<file path="config.mk">
export PLATFORM = sky130hd
export DESIGN_NAME = pll_reset_sequencer
export DESIGN_NICKNAME = d
export VERILOG_FILES = /design/src/rtl/pll_seq_pkg.sv /design/src/rtl/pll_reset_sequencer_sync_2ff.sv /design/src/rtl/pll_reset_sequencer.sv
export SDC_FILE = /design/constraint.sdc
export NUM_CORES = 1
export LEC_CHECK = 0
export CAP_MARGIN = 30
export CORE_AREA = 2 2 54 56
export CTS_CLUSTER_SIZE = 40
export DETAILED_ROUTE_END_ITERATION = 6
export DIE_AREA = 0 0 56 58
export MAX_ROUTING_LAYER = met4
export PLACE_DENSITY = 0.71
export SLEW_MARGIN = 40
export SYNTH_ARGS = -nofsm -noshare
export SYNTH_HDL_FRONTEND = slang
export SYNTH_SLANG_ARGS = --single-unit
</file>
<file path="constraint.sdc">
create_clock -name clk -period 2.47 [get_ports clk]
set_clock_uncertainty 0.15 [all_clocks]
set_input_delay 0.6175 -clock clk [delete_from_list [all_inputs] [get_ports clk]]
set_output_delay 0.6175 -clock clk [all_outputs]
set_load 0.02 [all_outputs]
</file>
<file path="src/rtl/pll_seq_pkg.sv">
// Shared types and helpers for the PLL reset sequencer.
// Provides the state encoding (also exported on dbg_state) and the counter-width helper.
package pll_seq_pkg;

  typedef enum logic [2:0] {
    PLL_RST   = 3'd0,
    WAIT_LOCK = 3'd1,
    STABLE    = 3'd2,
    HOLD      = 3'd3,
    RUN       = 3'd4,
    FAULT     = 3'd5
  } pll_seq_state_e;

  // Bits needed to hold values 0..n.
  function automatic int unsigned cnt_w(input int unsigned n);
    return $clog2(n + 1);
  endfunction

endpackage

</file>
<file path="src/rtl/pll_reset_sequencer_sync_2ff.sv">
// Two-flop synchronizer for a single asynchronous bit. No reset: the flops
// flush within two cycles, and the sequencer is held in reset meanwhile.
// Ports:
//   clk  in  destination clock
//   d_i  in  asynchronous input
//   q_o  out synchronized output
module sync_2ff (
  input  logic clk,
  input  logic d_i,
  output logic q_o
);

  logic ff1_q;
  logic ff2_q;

  always_ff @(posedge clk) begin
    ff1_q <= d_i;
    ff2_q <= ff1_q;
  end

  assign q_o = ff2_q;

endmodule

</file>
<file path="src/rtl/pll_reset_sequencer.sv">
// PLL bring-up and system reset release sequencer, clocked by the raw board
// oscillator. Holds the PLL in reset, qualifies the synchronized lock signal,
// releases sys_reset after a stable-lock plus hold interval and re-asserts it
// on any loss of lock.
// Optional feature macro: LOCK_TIMEOUT_EN (WAIT_LOCK timeout, PLL retries, FAULT).
// Ports:
//   clk             in   12 MHz oscillator
//   reset           in   synchronous active-high reset
//   pll_locked      in   PLL LOCK, asynchronous
//   pll_resetb      out  PLL RESETB, active-low
//   sys_reset       out  system reset request, active-high
//   ready           out  high only in RUN
//   fault           out  lock never achieved after all retries
//   lock_loss_count out  saturating count of lock losses in RUN
//   dbg_state       out  current state encoding
module pll_reset_sequencer
  import pll_seq_pkg::*;
#(
  parameter int unsigned PLL_RST_CYCLES = 12,
  parameter int unsigned STABLE_CYCLES  = 1024,
  parameter int unsigned HOLD_CYCLES    = 16,
  parameter int unsigned TIMEOUT_CYCLES = 120000,
  parameter int unsigned MAX_RETRIES    = 3,
  parameter int unsigned CNT_W          = 8
) (
  input  logic             clk,
  input  logic             reset,
  input  logic             pll_locked,
  output logic             pll_resetb,
  output logic             sys_reset,
  output logic             ready,
  output logic             fault,
  output logic [CNT_W-1:0] lock_loss_count,
  output logic [2:0]       dbg_state
);

  // One phase counter is shared by PLL_RST, STABLE and HOLD.
  localparam int unsigned MAX_PH = (PLL_RST_CYCLES > STABLE_CYCLES)
                                   ? ((PLL_RST_CYCLES > HOLD_CYCLES) ? PLL_RST_CYCLES : HOLD_CYCLES)
                                   : ((STABLE_CYCLES > HOLD_CYCLES) ? STABLE_CYCLES : HOLD_CYCLES);
  localparam int unsigned CW = cnt_w(MAX_PH);

  logic lock_s;

  pll_seq_state_e    state_q, state_d;
  logic [CW-1:0]     cnt_q, cnt_d;
  logic [CNT_W-1:0]  loss_q, loss_d;
  logic              pll_resetb_q, pll_resetb_d;
  logic              sys_reset_q, sys_reset_d;
  logic              ready_q, ready_d;

`ifdef LOCK_TIMEOUT_EN
  localparam int unsigned TW = cnt_w(TIMEOUT_CYCLES);
  localparam int unsigned RW = cnt_w(MAX_RETRIES);
  logic [TW-1:0] timer_q, timer_d;
  logic [RW-1:0] retry_q, retry_d;
  logic          fault_q, fault_d;
`else
  // Timeout parameters are consumed only when the timeout feature is built.
  logic unused_timeout_cfg;
  assign unused_timeout_cfg = ^{TIMEOUT_CYCLES, MAX_RETRIES};
`endif

  sync_2ff u_lock_sync (
    .clk (clk),
    .d_i (pll_locked),
    .q_o (lock_s)
  );

  // State and output registers.
  always_ff @(posedge clk) begin
    if (reset) begin
      state_q      <= PLL_RST;
      cnt_q        <= '0;
      loss_q       <= '0;
      pll_resetb_q <= 1'b0;
      sys_reset_q  <= 1'b1;
      ready_q      <= 1'b0;
`ifdef LOCK_TIMEOUT_EN
      timer_q      <= '0;
      retry_q      <= '0;
      fault_q      <= 1'b0;
`endif
    end else begin
      state_q      <= state_d;
      cnt_q        <= cnt_d;
      loss_q       <= loss_d;
      pll_resetb_q <= pll_resetb_d;
      sys_reset_q  <= sys_reset_d;
      ready_q      <= ready_d;
`ifdef LOCK_TIMEOUT_EN
      timer_q      <= timer_d;
      retry_q      <= retry_d;
      fault_q      <= fault_d;
`endif
    end
  end

  // Next state, counters, and outputs decoded from the next state so they
  // change on the same edge as the state.
  always_comb begin
    state_d = state_q;
    cnt_d   = cnt_q;
    loss_d  = loss_q;
`ifdef LOCK_TIMEOUT_EN
    timer_d = '0;  // cleared outside WAIT_LOCK, so every entry starts at 0
    retry_d = retry_q;
`endif

    unique case (state_q)
      PLL_RST: begin
        if (cnt_q == CW'(PLL_RST_CYCLES - 1)) begin
          state_d = WAIT_LOCK;
          cnt_d   = '0;
        end else begin
          cnt_d = cnt_q + CW'(1);
        end
      end
      WAIT_LOCK: begin
        cnt_d = '0;
        if (lock_s) begin
          state_d = STABLE;
        end
`ifdef LOCK_TIMEOUT_EN
        else if (timer_q == TW'(TIMEOUT_CYCLES - 1)) begin
          if (retry_q < RW'(MAX_RETRIES)) begin
            retry_d = retry_q + RW'(1);
            state_d = PLL_RST;
          end else begin
            state_d = FAULT;
          end
        end else begin
          timer_d = timer_q + TW'(1);
        end
`endif
      end
      STABLE: begin
        if (!lock_s) begin
          state_d = WAIT_LOCK;
          cnt_d   = '0;
        end else if (cnt_q == CW'(STABLE_CYCLES - 1)) begin
          state_d = HOLD;
          cnt_d   = '0;
        end else begin
          cnt_d = cnt_q + CW'(1);
        end
      end
      HOLD: begin
        // Lock loss takes priority over the hold count expiring.
        if (!lock_s) begin
          state_d = WAIT_LOCK;
          cnt_d   = '0;
        end else if (cnt_q == CW'(HOLD_CYCLES - 1)) begin
          state_d = RUN;
          cnt_d   = '0;
`ifdef LOCK_TIMEOUT_EN
          retry_d = '0;
`endif
        end else begin
          cnt_d = cnt_q + CW'(1);
        end
      end
      RUN: begin
        if (!lock_s) begin
          state_d = WAIT_LOCK;
          if (loss_q != '1) begin
            loss_d = loss_q + CNT_W'(1);
          end
        end
      end
      FAULT: begin
        state_d = FAULT;
      end
      default: begin
        state_d = PLL_RST;
        cnt_d   = '0;
      end
    endcase

    pll_resetb_d = (state_d != PLL_RST) && (state_d != FAULT);
    sys_reset_d  = (state_d != RUN);
    ready_d      = (state_d == RUN);
`ifdef LOCK_TIMEOUT_EN
    fault_d      = (state_d == FAULT);
`endif
  end

  assign pll_resetb      = pll_resetb_q;
  assign sys_reset       = sys_reset_q;
  assign ready           = ready_q;
  assign lock_loss_count = loss_q;
  assign dbg_state       = 3'(state_q);
`ifdef LOCK_TIMEOUT_EN
  assign fault           = fault_q;
`else
  assign fault           = 1'b0;
`endif

endmodule
</file>
==> out/results.md <==
| Group | Metric | Value |
| --- | --- | --- |
| layout | Final Core Density | 58.69% |
| placement | Input/output buffers | 16 |
| synthesis | Yosys Warn Count | 0 |
| layout | Footprint of the multi-input gates | 752.0 sq um |
| synthesis | Fraction of the yosys area taken by sequential cells | 40.15% |
| synthesis | Post-Synth Simple-Gate Area | 28.62% |
| die | Width of the die | 56 um |
| setup path | CP max stage delay | 0.68 ns |
| cts | Post-cts repair resize count | 0 |
| route | Detail-routed net length per standard cell | 13.56 um |
| synthesis | Multiplexer share of the synthesized area | 1.487% |
| route | Overall routed net length | 2779 um |
| setup path | Count of buffer and inverter cells on the critical path | 1 |
| cts | Later-pin clock latency in the skew report | 0.33 ns |
| setup path | Crit Path Category | reg2out |
| synthesis | Largest cells by area after synthesis | sky130_fd_sc_hd__dfxtp_1, sky130_fd_sc_hd__nor2_1, sky130_fd_sc_hd__nand3_1, sky130_fd_sc_hd__nand2_1, sky130_fd_sc_hd__xnor2_1 |
| sta | Achievable Freq | 0.4263 GHz |
| synthesis | Combinational family with the most area after synthesis | simple AND/OR/NAND/NOR gates |
| flow run | Number of maximum-capacitance constraint violations | 0 |
| setup path | Slowest cell on the critical path | sky130_fd_sc_hd__clkdlybuf4s50_1 |
| global routing | Number of global-route vias before repair | 1156 |
| die | Core region area | 2663 sq um |
| setup path | Cells along the critical path | clkdlybuf4s50_1 |
| power | VDD IR max | 412.0 uV |
| die | I/O pin cnt | 18 |
| placement | Total instance count after detailed placement | 201 |
| setup path | Crit path required time | 1.70 ns |
| sta | Worst relative slew slack | 60.02% |
| sta | Count of final hold-check violations | 0 |
| sta | Final slew viol count | 0 |
| outcome | Result of the run | finished, final reports clean |
| cts | Number of CTS-inserted buffers | 3 |
| synthesis | Yosys reg bits | 27 |
| global routing | Total gr overflow | 0 |
| placement | Total half-perimeter wirelength after legalization and detailed placement | 1996 um |
| synthesis | Number of instances in the synthesized netlist | 158 |
| die | Number of rows in the core area | 19 |
| cts | Count of buffers added by post-CTS timing repair for setup | 0 |
| placement | Cell area after placement | 1536 sq um |
| setup path | Largest fanout on the critical path | 11 |
| global routing | First-pass GRT wire length | 4899 um |
| die | Starting density of the core | 50.56% |
| min path | Hold WC Path Type | reg2reg |
| sta | Clock period minus worst slack | 2.346 ns |
| layout | Final std cells w/o fill | 205 |
| route | Number of vias per cell | 5.800 |
| synthesis | Leading cell types by count after synthesis | sky130_fd_sc_hd__dfxtp_1, sky130_fd_sc_hd__nor2_1, sky130_fd_sc_hd__nand2_1, sky130_fd_sc_hd__nand3_1, sky130_fd_sc_hd__inv_1 |
| cts | H-tree depth reported by CTS | 1 |
| route | Antenna-violating nets left | 0 |
| global routing | Number of antenna violations at the first check in global routing | 0 |
| setup path | Sort of element at the end of the critical path | output pin |
| cts | Buffers from clock root to sink, at most | 2 |
| sta | Setup TNS Final | 0 ns |
| cts | Clock slew seen by the registers of the worst setup and hold paths | 0.15 ns |
| route | Via Count | 1189 |
| power | Static Leak | 0.0005478 uW |
| route | Iteration count of the initial detailed-routing pass | 4 |
| sta | Worst hold margin | 0.1963 ns |
| layout | Final-layout fill cell count | 245 |
| setup path | Arrival time at the worst endpoint | 1.58 ns |
| die | Die Y-Extent | 58 um |
| route | Initial DRC count | 39 |
| synthesis | Main synth FF type | sky130_fd_sc_hd__dfxtp_1 |
| layout | Final non-filler cell area | 1563 sq um |
| synthesis | Synth unique cells | 49 |
| synthesis | Mean cell area of the mapped netlist | 8.521 sq um |
| die | Area enclosed by the die boundary | 3248 sq um |
| global routing | Pin count of the biggest net entering global routing | 15 |
| sta | Worst-margin pin slew | 0.5914 ns |
| cts | CTS sink cnt | 27 |
| setup path | Element type at the critical path start | register |
| cts | Root cell of the clock tree | sky130_fd_sc_hd__clkbuf_4 |
| route | DRC violation count after routing | 0 |
| synthesis | XOR/XNOR share of the synthesized area | 5.855% |
| power | Areal power density over the cells | 436.5 nW/um^2 |
| layout | Layout Area Growth over Synthesis | 16.08% |
| cts | Count of hold-fix buffers inserted at cts | 0 |
| setup path | Cell family with the largest share of critical-path delay | buffers and inverters |
| synthesis | Top-count cell post-synth | sky130_fd_sc_hd__dfxtp_1 |
| cts | TritonCTS clock tree | done |
| synthesis | Share of the synthesized area in the top cell type | 40.15% |
| layout | Count of inserted antenna diode cells | 0 |
| layout | Post-layout nets | 180 |
| synthesis | Library cell occupying the most area in the post-synthesis netlist | sky130_fd_sc_hd__dfxtp_1 |
| layout | Fraction of layout instances using a drive strength above 1 | 8.621% |
| layout | Area used by sequential logic in the layout | 540.5 sq um |
| synthesis | Async set-reset flop share out of synthesis | 0% |
| synthesis | Fraction of the mapped netlist area in adder cells | 1.859% |
| placement | Weighted congestion reported at the end of routability-driven placement | 0.8170 |
| synthesis | Compound-cell area share of the yosys netlist | 17.75% |
| sta | Final worst-path cycle share | 94.97% |
| synthesis | Number of enable-type register cells in the synthesized netlist | 0 |
| synthesis | Syn_nets | 163 |
| global routing | Total GRT Usage | 19.63% |
| synthesis | Summed instance area of the synthesized netlist | 1346 sq um |
| sta | Unrepaired setup endpoints after global routing | false |
| sta | Final-report setup violation count | 0 |
## power by group
group / switching [uW] / internal [uW] / leakage [uW] / total, uW
clock network: 133 / 63.4 / 0.0000150 / 196
logic: 19.1 / 15.5 / 0.000314 / 34.7
registers: 8.27 / 443 / 0.000219 / 451
## final timing paths
| path | from | to | slack [ns] | depth (start not counted) |
|---|---|---|---|---|
| worst max-delay path | dbg_state[0] | dbg_state[0] | 0.12 | 1 |
| worst min-delay path | u_lock_sync.ff1_q | u_lock_sync.q_o | 0.20 | 0 |
| worst max register to register | cnt_q[9] | cnt_q[9] | 0.19 | 6 |
| worst min register to register | u_lock_sync.ff1_q | u_lock_sync.q_o | 0.20 | 0 |
## cells in the final DEF (no fill, tap or decap), drive strengths merged, types with 2 or more instances in the layout
cell type       n
nor2b           2
clkbuf          4
o21ai           4
a21oi           5
nand3b          2
o211ai          2
buf             3
nand3          12
nand2          12
xnor2           5
or3             2
o31ai           5
or4             2
inv             6
nor2           18
dfxtp          27
nor3            4
a31oi           4
a22oi           2
nor4            4
a22o            3
a211oi          2
ha              2
and2            4
mux2i           2
clkdlybuf4s50  16
xor2            4
or2             2
## cells by family (layout without fill, tap and decap cells)
logic type | Yosys count | after routing
mux | 2 | 2
flops | 27 | 27
simple gates | 71 | 71
xor+xnor | 9 | 9
fa+ha+maj | 2 | 2
compound gates | 33 | 33
other cells | 1 | 1
buf+inv | 13 | 29
## state kept, by name, summed over array words and instances (netlist names)
name,cells
lock_loss_count,8
u_lock_sync.q_o,1
ready,1
pll_resetb,1
dbg_state,3
cnt_q,11
u_lock_sync.ff1_q,1
sys_reset,1
## per-layer routing
| metal | vias up | part of all wire, % | global-route usage [%] |
|---|---|---|---|
| met5 | - | 0 | - |
| met4 | 0 | 0.83 | 5.442 |
| met3 | 2 | 3.7 | 4.688 |
| met2 | 29 | 48 | 32.27 |
| met1 | 557 | 48 | 24.30 |
| li1 | 601 | - | - |
## layout make-up
| class | count | share of cell area [%] |
|---|---|---|
| clock buffer | 4 | 1.681 |
| timing repair buffer | 19 | 11.69 |
| sequential | 27 | 34.59 |
| multi-input combinational | 118 | 48.12 |
| tap | 31 | 2.482 |
| inverter | 6 | 1.441 |
## through the flow
stage,total power [uW],setup slack [ns]
detailed placement,494.8,0.2217
finish,682.1,0.1242
global route,706.3,0.06109
CTS,687.8,0.1241
global placement,493.8,0.2634
floorplan,483.7,0.3650
(Power assumes the default switching activity.)
